==> src/rtl/pipe_pkg.sv <==
// Shared types and limits for the skid-buffered pipeline stage.
package pipe_pkg;

    // Writeback bundle that travels MEM->WB by default.
    typedef struct packed {
        logic [31:0] addr;
        logic [31:0] alu_result;
        logic [31:0] rdata;
        logic [4:0]  waddr;
    } wb_payload_t;

    localparam int WB_PAYLOAD_W = $bits(wb_payload_t);
    localparam int MAX_STAGES   = 8;

endpackage

==> src/rtl/pipe_slice.sv <==
// One register slice with a skid entry. The upstream ready is taken only
// from the registered skid-valid bit, so no combinational ready path runs
// through the slice.
module pipe_slice #(
    parameter int DATA_W = 8
) (
    input  logic              clk,
    input  logic              rst,
    input  logic              stall,
    input  logic              flush,
    input  logic              up_valid,
    output logic              up_ready,
    input  logic [DATA_W-1:0] up_data,
    output logic              dn_valid,
    input  logic              dn_ready,
    output logic [DATA_W-1:0] dn_data,
    output logic [1:0]        occ
);

    logic [DATA_W-1:0] main_data_reg, main_data_next;
    logic              main_valid_reg, main_valid_next;
    logic [DATA_W-1:0] skid_data_reg, skid_data_next;
    logic              skid_valid_reg, skid_valid_next;
    logic              hold;
    logic              pop;
    logic              push;

    // Both handshakes are masked while frozen or flushing, so push/pop are
    // already zero in those cycles.
    assign hold     = stall | flush;
    assign up_ready = ~skid_valid_reg & ~hold;
    assign dn_valid = main_valid_reg & ~hold;
    assign dn_data  = main_data_reg;
    assign pop      = dn_valid & dn_ready;
    assign push     = up_valid & up_ready;
    assign occ      = {1'b0, main_valid_reg} + {1'b0, skid_valid_reg};

    // Next-state: skid refills main first; otherwise input lands in main if
    // it is free (or draining), else parks in the skid entry.
    always_comb begin
        main_data_next  = main_data_reg;
        main_valid_next = main_valid_reg;
        skid_data_next  = skid_data_reg;
        skid_valid_next = skid_valid_reg;
        if (flush) begin
            main_valid_next = 1'b0;
            skid_valid_next = 1'b0;
        end else if (pop && skid_valid_reg) begin
            main_data_next  = skid_data_reg;
            skid_valid_next = 1'b0;
        end else if (push && (!main_valid_reg || pop)) begin
            main_data_next  = up_data;
            main_valid_next = 1'b1;
        end else if (push) begin
            skid_data_next  = up_data;
            skid_valid_next = 1'b1;
        end else if (pop) begin
            main_valid_next = 1'b0;
        end
    end

    // State registers; reset clears data as well as valid bits.
    always_ff @(posedge clk) begin
        if (rst) begin
            main_data_reg  <= '0;
            main_valid_reg <= 1'b0;
            skid_data_reg  <= '0;
            skid_valid_reg <= 1'b0;
        end else begin
            main_data_reg  <= main_data_next;
            main_valid_reg <= main_valid_next;
            skid_data_reg  <= skid_data_next;
            skid_valid_reg <= skid_valid_next;
        end
    end

endmodule

==> src/rtl/pipe_stage_skid.sv <==
// Chain of STAGES skid slices carrying a payload with valid/ready, plus
// flush, global stall and an occupancy count.
module pipe_stage_skid
    import pipe_pkg::*;
#(
    parameter int DATA_W = WB_PAYLOAD_W,
    parameter int STAGES = 1,
    parameter int CNT_W  = $clog2(2*STAGES+1)
) (
    input  logic              clk,
    input  logic              rst,
    input  logic              stall,
    input  logic              flush,
    input  logic              in_valid,
    output logic              in_ready,
    input  logic [DATA_W-1:0] in_data,
    output logic              out_valid,
    input  logic              out_ready,
    output logic [DATA_W-1:0] out_data,
    output logic [CNT_W-1:0]  count
);

    logic [STAGES:0]   valid_c;
    logic [STAGES:0]   ready_c;
    logic [DATA_W-1:0] data_c [STAGES+1];
    logic [1:0]        occ_c  [STAGES];
    logic [CNT_W-1:0]  count_next;

    assign valid_c[0]      = in_valid;
    assign data_c[0]       = in_data;
    assign in_ready        = ready_c[0];
    assign out_valid       = valid_c[STAGES];
    assign out_data        = data_c[STAGES];
    assign ready_c[STAGES] = out_ready;

    genvar gi;
    generate
        for (gi = 0; gi < STAGES; gi++) begin : g_slice
            pipe_slice #(.DATA_W(DATA_W)) u_slice (
                .clk      (clk),
                .rst      (rst),
                .stall    (stall),
                .flush    (flush),
                .up_valid (valid_c[gi]),
                .up_ready (ready_c[gi]),
                .up_data  (data_c[gi]),
                .dn_valid (valid_c[gi+1]),
                .dn_ready (ready_c[gi+1]),
                .dn_data  (data_c[gi+1]),
                .occ      (occ_c[gi])
            );
        end
    endgenerate

    // Occupancy is the sum of registered valid bits, so it moves with the state.
    always_comb begin
        count_next = '0;
        for (int i = 0; i < STAGES; i++) begin
            count_next = count_next + CNT_W'(occ_c[i]);
        end
    end

    assign count = count_next;

endmodule
==> config.mk <==
export PLATFORM = sky130hd
export DESIGN_NAME = pipe_stage_skid
export DESIGN_NICKNAME = d
export VERILOG_FILES = /design/src/rtl/pipe_pkg.sv /design/src/rtl/pipe_slice.sv /design/src/rtl/pipe_stage_skid.sv
export SDC_FILE = /design/constraint.sdc
export NUM_CORES = 1
export LEC_CHECK = 0
export CAP_MARGIN = 10
export CORE_UTILIZATION = 45
export CTS_BUF_LIST = sky130_fd_sc_hd__clkbuf_4 sky130_fd_sc_hd__clkbuf_8 sky130_fd_sc_hd__clkbuf_16
export CTS_CLUSTER_SIZE = 8
export DETAILED_ROUTE_END_ITERATION = 7
export PLACE_DENSITY = 0.81
export SETUP_SLACK_MARGIN = 0.4
export SLEW_MARGIN = 0
export SYNTH_ARGS = -nofsm -noshare
export SYNTH_HDL_FRONTEND = slang
export SYNTH_SLANG_ARGS = --single-unit
export TNS_END_PERCENT = 30
==> constraint.sdc <==
create_clock -name clk -period 2.83 [get_ports clk]
set_input_delay 0.849 -clock clk [delete_from_list [all_inputs] [get_ports clk]]
set_output_delay 0.849 -clock clk [all_outputs]
set_load 0.05 [all_outputs]
# Yosys cells after proc, flatten, opt, wreduce, memory -nomap -nowiden
# Cells that the tools add are included.
[word_totals]
regBits = 204
latch_bits = 0
ramBits = 0
rom_bits = 0
input_bits = 107
out_inout_bits = 105
wordCells = 33
mem_count = 0
[op_classes]
add_sub_neg = 1
n_mul = 0
n_div = 0
magnitude_cmp = 0
eq_ne = 1
shifts = 0
n_mux = 5
bitwise_logic = 10
reduce_logical = 12
[ops]
columns = ["cell", "n"]
rows = [
  ["101-bit two-way mux", 2],
  ["1-bit NOT", 5],
  ["1-bit AND", 4],
  ["2-bit AND reduction", 2],
  ["4-bit AND reduction", 1],
  ["2-bit nonzero test", 2],
  ["1-bit two-way mux", 3],
  ["3-bit AND reduction", 1],
  ["3-bit OR reduction", 1],
  ["1-bit by 1-bit adder with 2-bit output", 1],
  ["1-bit logical AND", 2],
  ["2-bit != test, second input constant", 1],
  ["2-bit OR reduction", 1],
  ["1-bit logical NOT", 1],
  ["1-bit logical OR", 1],
  ["1-bit bitwise OR", 1],
]

# Depth between registers and ports, before layout
# Gate-level depths: netlist of the first run.
[logic_depth]
depth_word = 8
ltp_mapped = 8
mapped_depth_nobuf = 4

# Worst setup path after synthesis of the first run
# Ideal clock, no wire load.
[synth_path]
kind = "input to output"
from = "input flush"
to = "output in_ready"
t_arrival_ns = 2.022
setup_slack_ns = -0.041
cell_stages = 1
path_cell_list = "nor3_1"
[synth_via]
elab_chain_cells = 3
[synth_lines]
columns = ["element", "line", "source"]
rows = [
  ["start, declared", "pipe_stage_skid.sv:13", "input logic flush,"],
  ["1-bit bitwise OR", "pipe_slice.sv:30", "assign hold = stall | flush;"],
  ["1-bit NOT", "pipe_slice.sv:31", "assign up_ready = ~skid_valid_reg & ~hold;"],
  ["1-bit AND", "pipe_slice.sv:31", ""],
  ["end, declared", "pipe_stage_skid.sv:15", "output logic in_ready,"],
]
# Every way passes these cells.

# Worst setup path after layout of the first run
[layout_path]
from = "register g_slice[0].u_slice.main_data_reg[67]"
to = "output out_data[67]"
[layout_lines]
columns = ["element", "line", "source"]
rows = [
  ["start, declared", "pipe_slice.sv:20", "logic [DATA_W-1:0] main_data_reg, main_data_next;"],
  ["start signal, assigned", "pipe_slice.sv:70", "main_data_reg <= main_data_next;"],
  ["end, declared", "pipe_stage_skid.sv:19", "output logic [DATA_W-1:0] out_data,"],
]
# No word-level cell between the ends.

==> impl_metrics.yaml, run 1 <==
route:
  vias: 9963
  vias_per_cell: 6.687
  post-route-drc-count: 0
  met2_length_microns: 14440
  ant_nets: 0
  firstDrtPassIters: 7
  top_layer_used: "met4"
  post_drt_wl_per_cell_microns: 20.24
  m1WireLength_microns: 11980
  drt_wl_total_microns: 30160
  met3WireLength_microns: 2774
  drt-initial-drc-count: 1191
global_routing:
  grt_first_pass_wirelength_microns: 48940
  grt_start_max_net_pins: 102
  antenna_found_initial: 1
  gr-total-overflow: 0
  grtUsageTotal_pct: 27.52
  grt_pass1_vias: 9344
setup_path:
  worst-path-stages: 1
  rr_startpoint: "g_slice[0].u_slice.main_valid_reg"
  path_class: "reg -> out"
  slowest_delay_ps: 820
  crit_end: "out_data[67]"
  required_ps: 1980
  ff2ff_setup_slack_ps: 730
  timing.rr.end: "g_slice[0].u_slice.dn_data[88]"
  start_kind: "flip-flop"
  critPathArrivalTime_ps: 1680
  rr_worst_depth: 5
  cp_num_buf_inv: 1
  cp-end-kind: "output pin"
  critPathSlowestCell: "clkdlybuf4s50_1"
  path_max_fanout: 2
  critPathTopFamily: "buffers and inverters"
  cp_cell_sequence: "clkdlybuf4s50_1"
  critPathLaunch: "g_slice[0].u_slice.dn_data[67]"
clock_network:
  hold_buffers: 0
  clock-sinks: 204
  cts.htree.levels: 1
  cts_tree: "yes"
  clock_path_buffers: 3
  cts_buffers: 29
  path_clk_slew_ps: 50
  clk_latency_ps: 530
  root_buffer: "clkbuf_16"
floorplanning:
  io-pin-count: 212
  fp-row-count: 51
  dieHeight_microns: 145.2
  dieArea_sq_um: 21070
  start_util_pct: 46.62
  die_w_microns: 145.2
  core_area_sq_um: 19780
run:
  cap_violations: 0
sta:
  finalHoldViolations: 0
  min_period_ps: 2529
  fmax_ghz: 0.3953
  setup_viol: 0
  relSlewSlack_pct: 41.94
  grt_setup_unrepaired: "yes"
  drv_slew: 0
  clock_skew_ps: 19.18
  worst_pin_slew_ps: 870.8
  post-route-period-util_pct: 89.38
final_layout:
  design_area_sq_um: 12600
  multi_input_area_sq_um: 4481
  n_fill_cell: 1650
  drive_above_1_share_pct: 8.578
  seqCellArea_sq_um: 4085
  layout.nets: 1333
  area_growth_pct: 36.59
power_and_ir_drop:
  p_sw_mw: 1.785
  p_leak_nw: 4.225
  p_total_mw: 6.991
  peakVddDrop_mv: 0.4521
  comb_power_share_pct: 14.1
  intPower_mw: 5.205
  power.density_nw_per_um2: 555.0
  seqPwrFrac_pct: 43.0
  swShare_pct: 25.54
  p_clk_share_pct: 42.8
logic_synthesis:
  ys.warnings.count: 0
  synth_edf_count: 0
  synth_cell_types: 26
  ys_seq_elements: 204
  synth-seq-area-share_pct: 44.29
  yosysTopAreaCell: "dfxtp_1"
  synth_ff_type: "dfxtp_1"
  synth.avg_cell_area_sq_um: 8.414
  ys_top_cells_by_area: "dfxtp_1, nand3_1, o21ai_0"
  async_flop_share_pct: 0
  ys_top_cells_by_count: "dfxtp_1, nand3_1, o21ai_0"
  yosysMostFrequentCell: "dfxtp_1"
  netlist_area_sq_um: 9221
  syn_inst: 1096
  synth_top_area_share_pct: 44.29
  synth_nets: 1204
place:
  placed_area_sq_um: 11810
  dpl.hpwl_microns: 17530
  port_buffers: 211
  routabilityCongestion: 0.8044
min_path:
  hold_path_class: "reg -> reg"
status:
  status: "finished clean"
[final cells by class]
class                           count  area share, %
Inverter                            1        0.06953
Sequential cell                   204          32.43
Antenna cell                        1        0.01987
Multi-Input combinational cell    724          35.57
Timing Repair Buffer              265          23.27
Tap cell                          265          2.632
Clock buffer                       29          5.761
Clock inverter                      1         0.2384
[metrics by stage]
| stage | instances | utilization (%) | setup WS, ps | TNS (ps) | hold slack (ps) |
|---|---|---|---|---|---|
| finish | 1490 | 63.67 | 300.6 | 0 | 471.0 |
| global route | 1490 | 63.67 | 278.1 | 0 | 489.2 |
| CTS | 1489 | 63.38 | 278.2 | 0 | 472.9 |
| detailed placement | 1459 | 59.72 | -111.2 | -3154 | 466.5 |
| global placement | 1459 | 59.72 | 11.94 | 0 | 459.3 |
| floorplan | 1096 | - | -8.520 | -8.520 | 454.1 |
[timing repair]
item                                    CTS  global route
gates resized for setup                  42            22
setup buffers                             0             0
pin swaps                                 1             0
endpoints found under the setup margin  106            76
[worst min path at each step]
stage          cells after the start                                  from                              endpoint  slack (ps)
6_report                           2  g_slice[0].u_slice.skid_data_reg[78]  g_slice[0].u_slice.skid_data_reg[78]         470
4_1_cts                            2  g_slice[0].u_slice.skid_data_reg[16]  g_slice[0].u_slice.skid_data_reg[16]         470
5_1_grt                            2  g_slice[0].u_slice.skid_data_reg[49]  g_slice[0].u_slice.skid_data_reg[49]         490
3_5_place_dp                       2  g_slice[0].u_slice.skid_data_reg[16]  g_slice[0].u_slice.skid_data_reg[16]         470
3_3_place_gp                       2  g_slice[0].u_slice.skid_data_reg[24]  g_slice[0].u_slice.skid_data_reg[24]         460
2_1_floorplan                      2   g_slice[0].u_slice.skid_data_reg[0]   g_slice[0].u_slice.skid_data_reg[0]         450
[routing by layer]
layer	up-vias	GRT usage, %
li1	4542	-
met1	4777	35.56
met2	564	45.60
met3	80	4.906
met4	0	10.42
met5	-	0
[power groups by stage]
stage | clock, mW | sequential [mW] | combinational [mW]
floorplan | 0 | 3.31 | 0.296
global placement | 0 | 3.06 | 0.987
detailed placement | 0 | 3.06 | 0.996
CTS | 3.04 | 3.01 | 0.985
global route | 3.17 | 3.01 | 1.04
finish | 3.00 | 3.01 | 0.989
[tightest hold or removal path: cells and delay by family, from the launching register on]
family | cells | cell delay (ps)
flops | 1 | 300
compound gates | 2 | 120
[cells by family (layout without fill, tap and decap cells)]
group | Yosys count | count (layout) | share of synthesized area (%)
buffers and inverters | 168 | 296 | 7.761
AO/OA/AOI/OAI | 509 | 509 | 36.04
AND/OR/NAND/NOR | 214 | 214 | 11.78
other | 0 | 1 | 0
flip-flops | 204 | 204 | 44.29
adder cells (fa/ha/maj) | 1 | 1 | 0.1357
[cells in the final DEF, fill, tap and decap left out, types with 2 or more instances in the layout]
| cell | n |
|---|---|
| dfxtp_1 | 203 |
| clkdlybuf4s50_1 | 155 |
| buf_6 | 2 |
| dlygate4sd2_1 | 28 |
| dlymetal6s2s_1 | 22 |
| o21ai_0 | 202 |
| nand2b_4 | 2 |
| a311oi_1 | 101 |
| nand3_1 | 202 |
| clkbuf_16 | 29 |
| or3b_4 | 2 |
| buf_4 | 24 |
| buf_12 | 32 |
| a21oi_1 | 102 |
| a41oi_1 | 101 |
No activity file was read; power rests on OpenSTA's default activity.
==> inputs of run 2 (changes only) <==
--- a/config.mk
+++ b/config.mk
@@ -5,7 +5,8 @@
 export SDC_FILE = /design/constraint.sdc
 export NUM_CORES = 1
 export LEC_CHECK = 0
-export CAP_MARGIN = 10
+export CAP_MARGIN = 20
+export CORE_MARGIN = 5
 export CORE_UTILIZATION = 45
 export CTS_BUF_LIST = sky130_fd_sc_hd__clkbuf_4 sky130_fd_sc_hd__clkbuf_8 sky130_fd_sc_hd__clkbuf_16
 export CTS_CLUSTER_SIZE = 8
==> run 2 against run 1 <==
  * First-iteration DRC count rose by 1.1%
  * Setup slack got worse by 12 ps
  * Fmax fell by 0.47%
  * Register-to-register slack got worse by 140 ps
  * Clock power rose by 2%
  * Flip-flop and latch count did not move
  * Non-clock buffer count fell by 18
  * Clock-buffer cell count did not move
  * Core utilization fell by 2.8 points
  * Clock skew fell by 8.5 ps
==> impl_metrics.yaml, run 2 (synthesis results as in run 1) <==
floorplanning:
  die_w_microns: 153.2
  dieHeight_microns: 153.2
  start_util_pct: 45.57
  fp-row-count: 52
  core_area_sq_um: 20230
  io-pin-count: 212
  dieArea_sq_um: 23450
clock_network:
  clk_latency_ps: 530
  hold_buffers: 0
  cts_tree: "yes"
  cts_buffers: 29
  cts.htree.levels: 1
  clock-sinks: 204
  clock_path_buffers: 3
  path_clk_slew_ps: 50
  root_buffer: "clkbuf_16"
min_path:
  hold_end: "g_slice[0].u_slice.skid_data_reg[30]"
  hp-start: "g_slice[0].u_slice.skid_data_reg[30]"
  hold_path_class: "reg -> reg"
  whs_path_depth: 2
place:
  routabilityCongestion: 0.7914
  dpl.hpwl_microns: 17100
  port_buffers: 211
  dp.cells: 1445
setup_path:
  path_class: "reg -> out"
  critPathSlowestCell: "clkdlybuf4s50_1"
  timing.rr.end: "g_slice[0].u_slice.dn_data[15]"
  critPathArrivalTime_ps: 1690
  critPathTopFamily: "buffers and inverters"
  cp-end-kind: "output pin"
  worst-path-stages: 1
  required_ps: 1980
  rr_startpoint: "g_slice[0].u_slice.main_valid_reg"
  start_kind: "flip-flop"
  path_max_fanout: 2
  cp_num_buf_inv: 1
  cp_cell_sequence: "clkdlybuf4s50_1"
  ff2ff_setup_slack_ps: 590
  rr_worst_depth: 5
  slowest_delay_ps: 820
route:
  vias_per_cell: 6.645
  drt-initial-drc-count: 1204
  drt_wl_total_microns: 30300
  vias: 9822
  post-route-drc-count: 0
  post_drt_wl_per_cell_microns: 20.50
  firstDrtPassIters: 5
  ant_nets: 0
final_layout:
  final_cell_mix: "dfxtp_1, nand3_1, o21ai_0"
  layout_commonest_cell: "dfxtp_1"
  stdcell_count: 1478
  n_fill_cell: 1731
  area_growth_pct: 33.54
  layout.nets: 1315
  drive_above_1_share_pct: 7.374
  post-route-util_pct: 60.86
  seqCellArea_sq_um: 4085
  multi_input_area_sq_um: 4469
status:
  status: "finished clean"
sta:
  min_period_ps: 2541
  post-route-period-util_pct: 89.80
  worst_pin_slew_ps: 628.7
  setup_viol: 0
  clock_skew_ps: 10.72
  whs_ps: 471.8
  finalHoldViolations: 0
  drv_slew: 0
  grt_setup_unrepaired: "yes"
  fmax_ghz: 0.3935
  tns_ps: 0
  relSlewSlack_pct: 58.08
power_and_ir_drop:
  peakVddDrop_mv: 0.3987
  power.density_nw_per_um2: 570.9
  comb_power_share_pct: 13.9
  p_total_mw: 7.030
  intPower_mw: 5.205
  p_clk_share_pct: 43.3
  p_sw_mw: 1.825
  p_leak_nw: 4.091
  swShare_pct: 25.96
  seqPwrFrac_pct: 42.7
run:
  cap_violations: 0
global_routing:
  grtUsageMet3_pct: 3.902
  grtUsageMet2_pct: 39.07
  grt_pass1_vias: 9028
  antenna_found_initial: 1
  grt_start_max_net_pins: 157
  gr-total-overflow: 0
  grt_first_pass_wirelength_microns: 48390
  grtUsageTotal_pct: 24.19
  busiest_layer: "met2"
  use_met1_pct: 32.27
## run 2: cell count changes in the layout (fill, tap and decap cells not counted), moves of 4 or more
cell | previous run | this run
buf_4 | 24 | 17
dlygate4sd2_1 | 28 | 32
buf_12 | 32 | 21
clkdlybuf4s50_1 | 155 | 151
## run 2: layout make-up
cell class | count | area share (%)
timing repair buffer | 247 | 21.49
sequential | 204 | 33.17
antenna | 1 | 0.02032
inverter | 1 | 0.07112
tap | 270 | 2.743
multi-input combinational | 724 | 36.29
clock inverter | 2 | 0.3150
clock buffer | 29 | 5.893
## run 2: power groups by stage
stage | clock [mW] | combinational [mW] | sequential [mW]
2_1_floorplan | 0 | 0.296 | 3.31
3_3_place_gp | 0 | 0.986 | 3.06
3_5_place_dp | 0 | 0.995 | 3.06
4_1_cts | 3.09 | 0.980 | 3.00
5_1_grt | 3.22 | 1.03 | 3.01
6_report | 3.05 | 0.980 | 3.00
## run 2: worst max path at each step
stage / slack, ps / from / endpoint
6_report: 290 / g_slice[0].u_slice.dn_data[21] / out_data[21]
5_1_grt: 270 / g_slice[0].u_slice.dn_data[7] / out_data[7]
4_1_cts: 270 / g_slice[0].u_slice.dn_data[71] / out_data[71]
3_5_place_dp: -220 / stall / g_slice[0].u_slice.dn_data[38]
3_3_place_gp: -110 / stall / g_slice[0].u_slice.dn_data[28]
2_1_floorplan: -9 / flush / out_valid
## run 2: worst reg2reg max path, cell delays in order (launching register included)
cell	delay, ps
dfxtp_2	350
or3b_4	260
buf_4	390
buf_12	430
o21ai_0	370
a311oi_1	330
## run 2: what timing repair did
item / CTS / global route
pin swaps: 1 / 0
endpoints found under the setup margin: 120 / 72
setup buffers: 1 / 0
resized for setup: 50 / 21
## run 2: metrics by stage
step,setup slack [ps],cell area [sq um]
finish,288.7,12310
global route,266.1,12310
global placement,-113.1,11530
CTS,268.6,12260
detailed placement,-215.5,11530
floorplan,-8.520,9226
## run 2: metal layers
layer / wire length (microns) / vias up
li1: - / 4497
met5: 0 / -
met1: 11970 / 4766
met4: 1067 / 0
met3: 2600 / 68
met2: 14660 / 491
==> RTL edit 1, RTL diff (flow settings as in run 1) <==
Register the output `count`; this adds one clock of latency there. The other outputs are not delayed to match.
--- a/src/rtl/pipe_stage_skid.sv
+++ b/src/rtl/pipe_stage_skid.sv
@@ -60,6 +60,8 @@
         end
     end
 
-    assign count = count_next;
+    always_ff @(posedge clk) begin
+        count <= count_next;
+    end
 
 endmodule
Function: changed (Yosys sat finds a counterexample within 4 cycles, from zero or initial values and one cycle with rst high).
==> RTL edit 1 against run 1 <==
- the run now ends with design-rule violations left
- total power barely moved
- synthesized area rose by 0.43%
- sequential cell count is 2 higher
- cell count fell by 0.20%
- via count down 0.86%
- final area decreased by 1.2%
- register-to-register slack got worse by 170 ps
- first-iteration DRC count shrank 23%
- setup slack improved by 11 ps
- highest routed layer unchanged
- routed wire length is 0.40% lower
==> RTL edit 1: results <==
[min_path]
hp-start = "g_slice[0].u_slice.skid_data_reg[37]"
worst_hold_path_depth = 2
hold_path_end = "g_slice[0].u_slice.skid_data_reg[37]"

[synth]
postSynth.topFlopCell = "sky130_fd_sc_hd__dfxtp_1"
syn-mean-instance-area_um2 = 8.43
mappedNetlistNets = 1206
synth_area_leaders = "sky130_fd_sc_hd__dfxtp_1 45%, sky130_fd_sc_hd__nand3_1 11%, sky130_fd_sc_hd__o21ai_0 11%, sky130_fd_sc_hd__a311oi_1 9.6%, sky130_fd_sc_hd__a41oi_1 9.6%"
complex_gate_fraction_of_the_synthesized_area_pct = 35.9
post_synth_xor_area_fraction_pct = 0
post_synth_fa_ha_maj_area_fraction_pct = 0.135
synth.top_cells.by_count = "206 x sky130_fd_sc_hd__dfxtp_1, 202 x sky130_fd_sc_hd__nand3_1, 202 x sky130_fd_sc_hd__o21ai_0"
synth_sequential_area_ratio_pct = 44.5

[worst_setup_path]
critical_path.reg2reg.startpoint = "g_slice[0].u_slice.main_valid_reg"
worst_setup_path_startpoint = "g_slice[0].u_slice.dn_data[95]"
critical_path.reg2reg.endpoint = "g_slice[0].u_slice.dn_data[59]"
worstSetupEndpoint = "out_data[95]"
worst-r2r-setup-slack_ps = 560
timing.reg2reg.worst_path_depth = 6

[status]
failing_checks = "design-rule violations"
run_status = "finished, violations left"

[finish]
finish.net_count = 1325
drive_above_1_share_pct = 7.81
antenna_cells = 0
final.fill_count = 1700
share_of_the_core_filled_with_cells_in_the_final_layout_pct = 61.5
layout.cells.non_filler = 1487

[place]
finalWeightedCongestion = 0.780
post_dp_area_um2 = 11700
dpl.hpwl_um = 17300
pre_cts_slack_ps = -245

[sta]
hold-worst-slack_ps = 473
finalWorstPathRequiredPeriod_ps = 2520
finClkSkew_ps = 14.8
timing.slew.headroom_pct = 59.0

[power]
leakage_nw = 4.30
ir_drop_mv = 0.464
intPower_mw = 5.17

[route]
post_drt_wl_per_cell_um = 20.2
met3RoutedLength_um = 2360
met2WireLength_um = 14800
dr.first_iter.drc_count = 912
avgViaCountPerCell = 6.64
met1_length_um = 11700
post-route-drc-count = 1

[grt]
met2_usage_pct = 45.4
maximum_number_of_pins_on_one_net_before_global_route_repair = 135
global_route.usage.met1_pct = 35.0
first_global_vias = 9269
global_route_wire_length_before_repair_um = 48100
groute.layer.met3.usage_pct = 3.86
grt_antenna_before_repair = 0
grt_usage_pct = 27.2

[clocking]
clockRootBuffer = "sky130_fd_sc_hd__clkbuf_16"
cts-buffers-inserted = 29
[RTL edit 1: changes by cell type after synthesis]
cell                      delta
sky130_fd_sc_hd__dfxtp_1     +2
[RTL edit 1: power groups by stage]
stage / combinational [mW] / clock (mW) / sequential [mW]
6_report: 0.980 / 2.97 / 3.03
3_3_place_gp: 0.983 / 0 / 3.09
2_1_floorplan: 0.295 / 0 / 3.34
4_1_cts: 0.977 / 3.01 / 3.03
5_1_grt: 1.03 / 3.16 / 3.04
3_5_place_dp: 0.994 / 0 / 3.09
[RTL edit 1: layout make-up]
type                            instances  area [um2]  area share (%)
Inverter                                1        8.76          0.0703
Tap cell                              270         338            2.71
Multi-Input combinational cell        724        4480            35.9
Clock inverter                          1        8.76          0.0703
Timing Repair Buffer                  255        2750            22.1
Sequential cell                       206        4130            33.2
Clock buffer                           30         739            5.94
[RTL edit 1: repair_timing]
item / CTS / global route
pin swaps: 2 / 1
resized for setup: 52 / 33
setup endpoints to repair: 173 / 96
buffers inserted: 2 / 0
endpoints found under the hold margin: 0 / 0
==> RTL edit 2, RTL diff (flow settings as in run 1) <==
Without the edit above. Change the parameter `STAGES` from 1 to 2.
--- a/src/rtl/pipe_stage_skid.sv
+++ b/src/rtl/pipe_stage_skid.sv
@@ -4,7 +4,7 @@
     import pipe_pkg::*;
 #(
     parameter int DATA_W = WB_PAYLOAD_W,
-    parameter int STAGES = 1,
+    parameter int STAGES = 2,
     parameter int CNT_W  = $clog2(2*STAGES+1)
 ) (
     input  logic              clk,
Ports: changed (resized count); port bits go from 212 to 213. The function was not compared with the original's and may differ.
==> RTL edit 2 against run 1 <==
- the flow now finishes with violations (negative setup slack)
- total power rose by 79%
- sequential cell count is 204 higher
- global-route usage shrank 0.11 points
- sequential power grew 97%
- routed wire length is 100% higher
- hold slack better by 1.5 ps
- final area rose by 74%
- setup slack got worse by 490 ps
- clock power is 93% higher
- synthesized area is 100% higher
==> RTL edit 2: results <==
[route]
avgViaCountPerCell = 6.82
drt_pass1_iterations = 6
post-route-drc-count = 0
dr.first_iter.drc_count = 2372
postRouteWirelength_um = 61300

[synth]
async_reset_ff_share_pct = 0
synth_area_leaders = "sky130_fd_sc_hd__dfxtp_1 44%, sky130_fd_sc_hd__nand3_1 11%, sky130_fd_sc_hd__o21ai_0 11%, sky130_fd_sc_hd__a311oi_1 9.5%, sky130_fd_sc_hd__a31oi_1 6.8%"
yosys_warnings = 0
yosysUniqueCellTypes = 34
post_synth_fa_ha_maj_area_fraction_pct = 0.242
complex_gate_fraction_of_the_synthesized_area_pct = 32.9
mappedNetlistNets = 2384
synth_sequential_area_ratio_pct = 44.0
synth.area.mux_share_pct = 0.114
synth.top_cells.by_count = "408 x sky130_fd_sc_hd__dfxtp_1, 405 x sky130_fd_sc_hd__nand3_1, 405 x sky130_fd_sc_hd__o21ai_0"

[power]
leakage_nw = 6.75
power.combinational.fraction_pct = 6.7
net-switching-power_mw = 2.88
ir_drop_mv = 0.445
intPower_mw = 9.66
power.sequential.total_mw = 5.92

[sta]
timing.final.setup_violations = 3
finClkSkew_ps = 17.0
final.setup.worst_slack_ps = -194
setup-tns-final_ps = -339
slew_at_the_pin_with_the_worst_max_slew_slack_ps = 1060

[clocking]
clock_insertion_delay_worst_skew_ps = 580
htreeDepth = 2
cts-buffers-inserted = 56
clock_slew_seen_by_the_registers_of_the_worst_setup_and_hold_paths_ps = 50
clockRootBuffer = "sky130_fd_sc_hd__clkbuf_16"
clk_path_buf_depth = 3

[min_path]
class_of_the_most_critical_hold_timing_path = "register to register"

[worst_setup_path]
worst-r2r-setup-slack_ps = 470
cp_data_arrival_time_ps = 2170

[place]
post_dp_area_um2 = 20400
io_buffers = 212
dpl.hpwl_um = 34100
finalWeightedCongestion = 0.849

[grt]
global_route_wire_length_before_repair_um = 94000
first_global_vias = 17200
maximum_number_of_pins_on_one_net_before_global_route_repair = 173
grt_usage_pct = 27.4
grt_antenna_before_repair = 5

[status]
run_status = "finished, violations left"
failing_checks = "negative setup slack"

[finish]
drive_above_1_share_pct = 7.72
final.fill_count = 3549
finish.net_count = 2311
-- RTL edit 2: changes by cell type in the layout (fill, tap and decap cells not counted), moves of 8 or more --
cell	run 1	this run
sky130_fd_sc_hd__o21ai_0	202	405
sky130_fd_sc_hd__a31oi_1	0	202
sky130_fd_sc_hd__dfxtp_1	203	405
sky130_fd_sc_hd__nand3_1	202	404
sky130_fd_sc_hd__a21oi_1	102	205
sky130_fd_sc_hd__a311oi_1	101	202
sky130_fd_sc_hd__a41oi_1	101	0
sky130_fd_sc_hd__dlygate4sd2_1	28	96
sky130_fd_sc_hd__clkdlybuf4s50_1	155	103
sky130_fd_sc_hd__clkbuf_16	29	59
sky130_fd_sc_hd__dlymetal6s2s_1	22	0
sky130_fd_sc_hd__buf_12	32	40
-- RTL edit 2: final timing paths --
check,startpoint,to,depth (start not counted)
min,g_slice[1].u_slice.skid_data_reg[9],g_slice[1].u_slice.skid_data_reg[9],2
max reg2reg,g_slice[0].u_slice.skid_valid_reg,g_slice[0].u_slice.dn_data[22],9
max,g_slice[0].u_slice.skid_valid_reg,count[1],6
min reg2reg,g_slice[1].u_slice.skid_data_reg[9],g_slice[1].u_slice.skid_data_reg[9],2
-- RTL edit 2: repair_timing --
item,in CTS,in global routing
setup endpoints to repair,293,82
gates cloned,2,2
pin swaps,4,1
gates resized for setup,121,15
setup buffers,4,2
endpoints found under the hold margin,0,0
-- RTL edit 2: through the flow --
stage / std cells / hold WS, ps / setup slack (ps)
after floorplan: 2274 / 453 / 72.5
after global placement: 2665 / 459 / -208
after detailed placement: 2665 / 466 / -346
after CTS: 2729 / 473 / -202
after global routing: 2737 / 488 / -253
final: 2737 / 472 / -194
-- RTL edit 2: cell type report --
type	count	area, um2	area share, %
Antenna cell	4	10.0	0.0456
Clock buffer	58	1430	6.54
Inverter	7	38.8	0.177
Multi-Input combinational cell	1444	8460	38.6
Sequential cell	408	8170	37.3
Tap cell	532	666	3.03
Timing Repair Buffer	284	3160	14.4
-- RTL edit 2: cells by family after synthesis --
| kind of cell | Yosys count |
|---|---|
| buf+inv | 422 |
| fa+ha+maj | 3 |
| flops | 408 |
| mux | 2 |
| simple gates | 422 |
| compound gates | 1017 |
-- RTL edit 2: worst max-delay path, stage by stage (launching register included) --
cell                      delay (ps)
sky130_fd_sc_hd__dfxtp_4         350
sky130_fd_sc_hd__inv_4            40
sky130_fd_sc_hd__fa_2            600
sky130_fd_sc_hd__inv_2            60
sky130_fd_sc_hd__ha_4            160
sky130_fd_sc_hd__ha_4            260
sky130_fd_sc_hd__buf_12          120
-- RTL edit 2: layer usage --
layer / wire, um / global-route usage, %
met3: 6280 / 5.99
met4: 3390 / 16.7
met5: 13 / 0
met1: 23200 / 34.6
met2: 28400 / 42.7
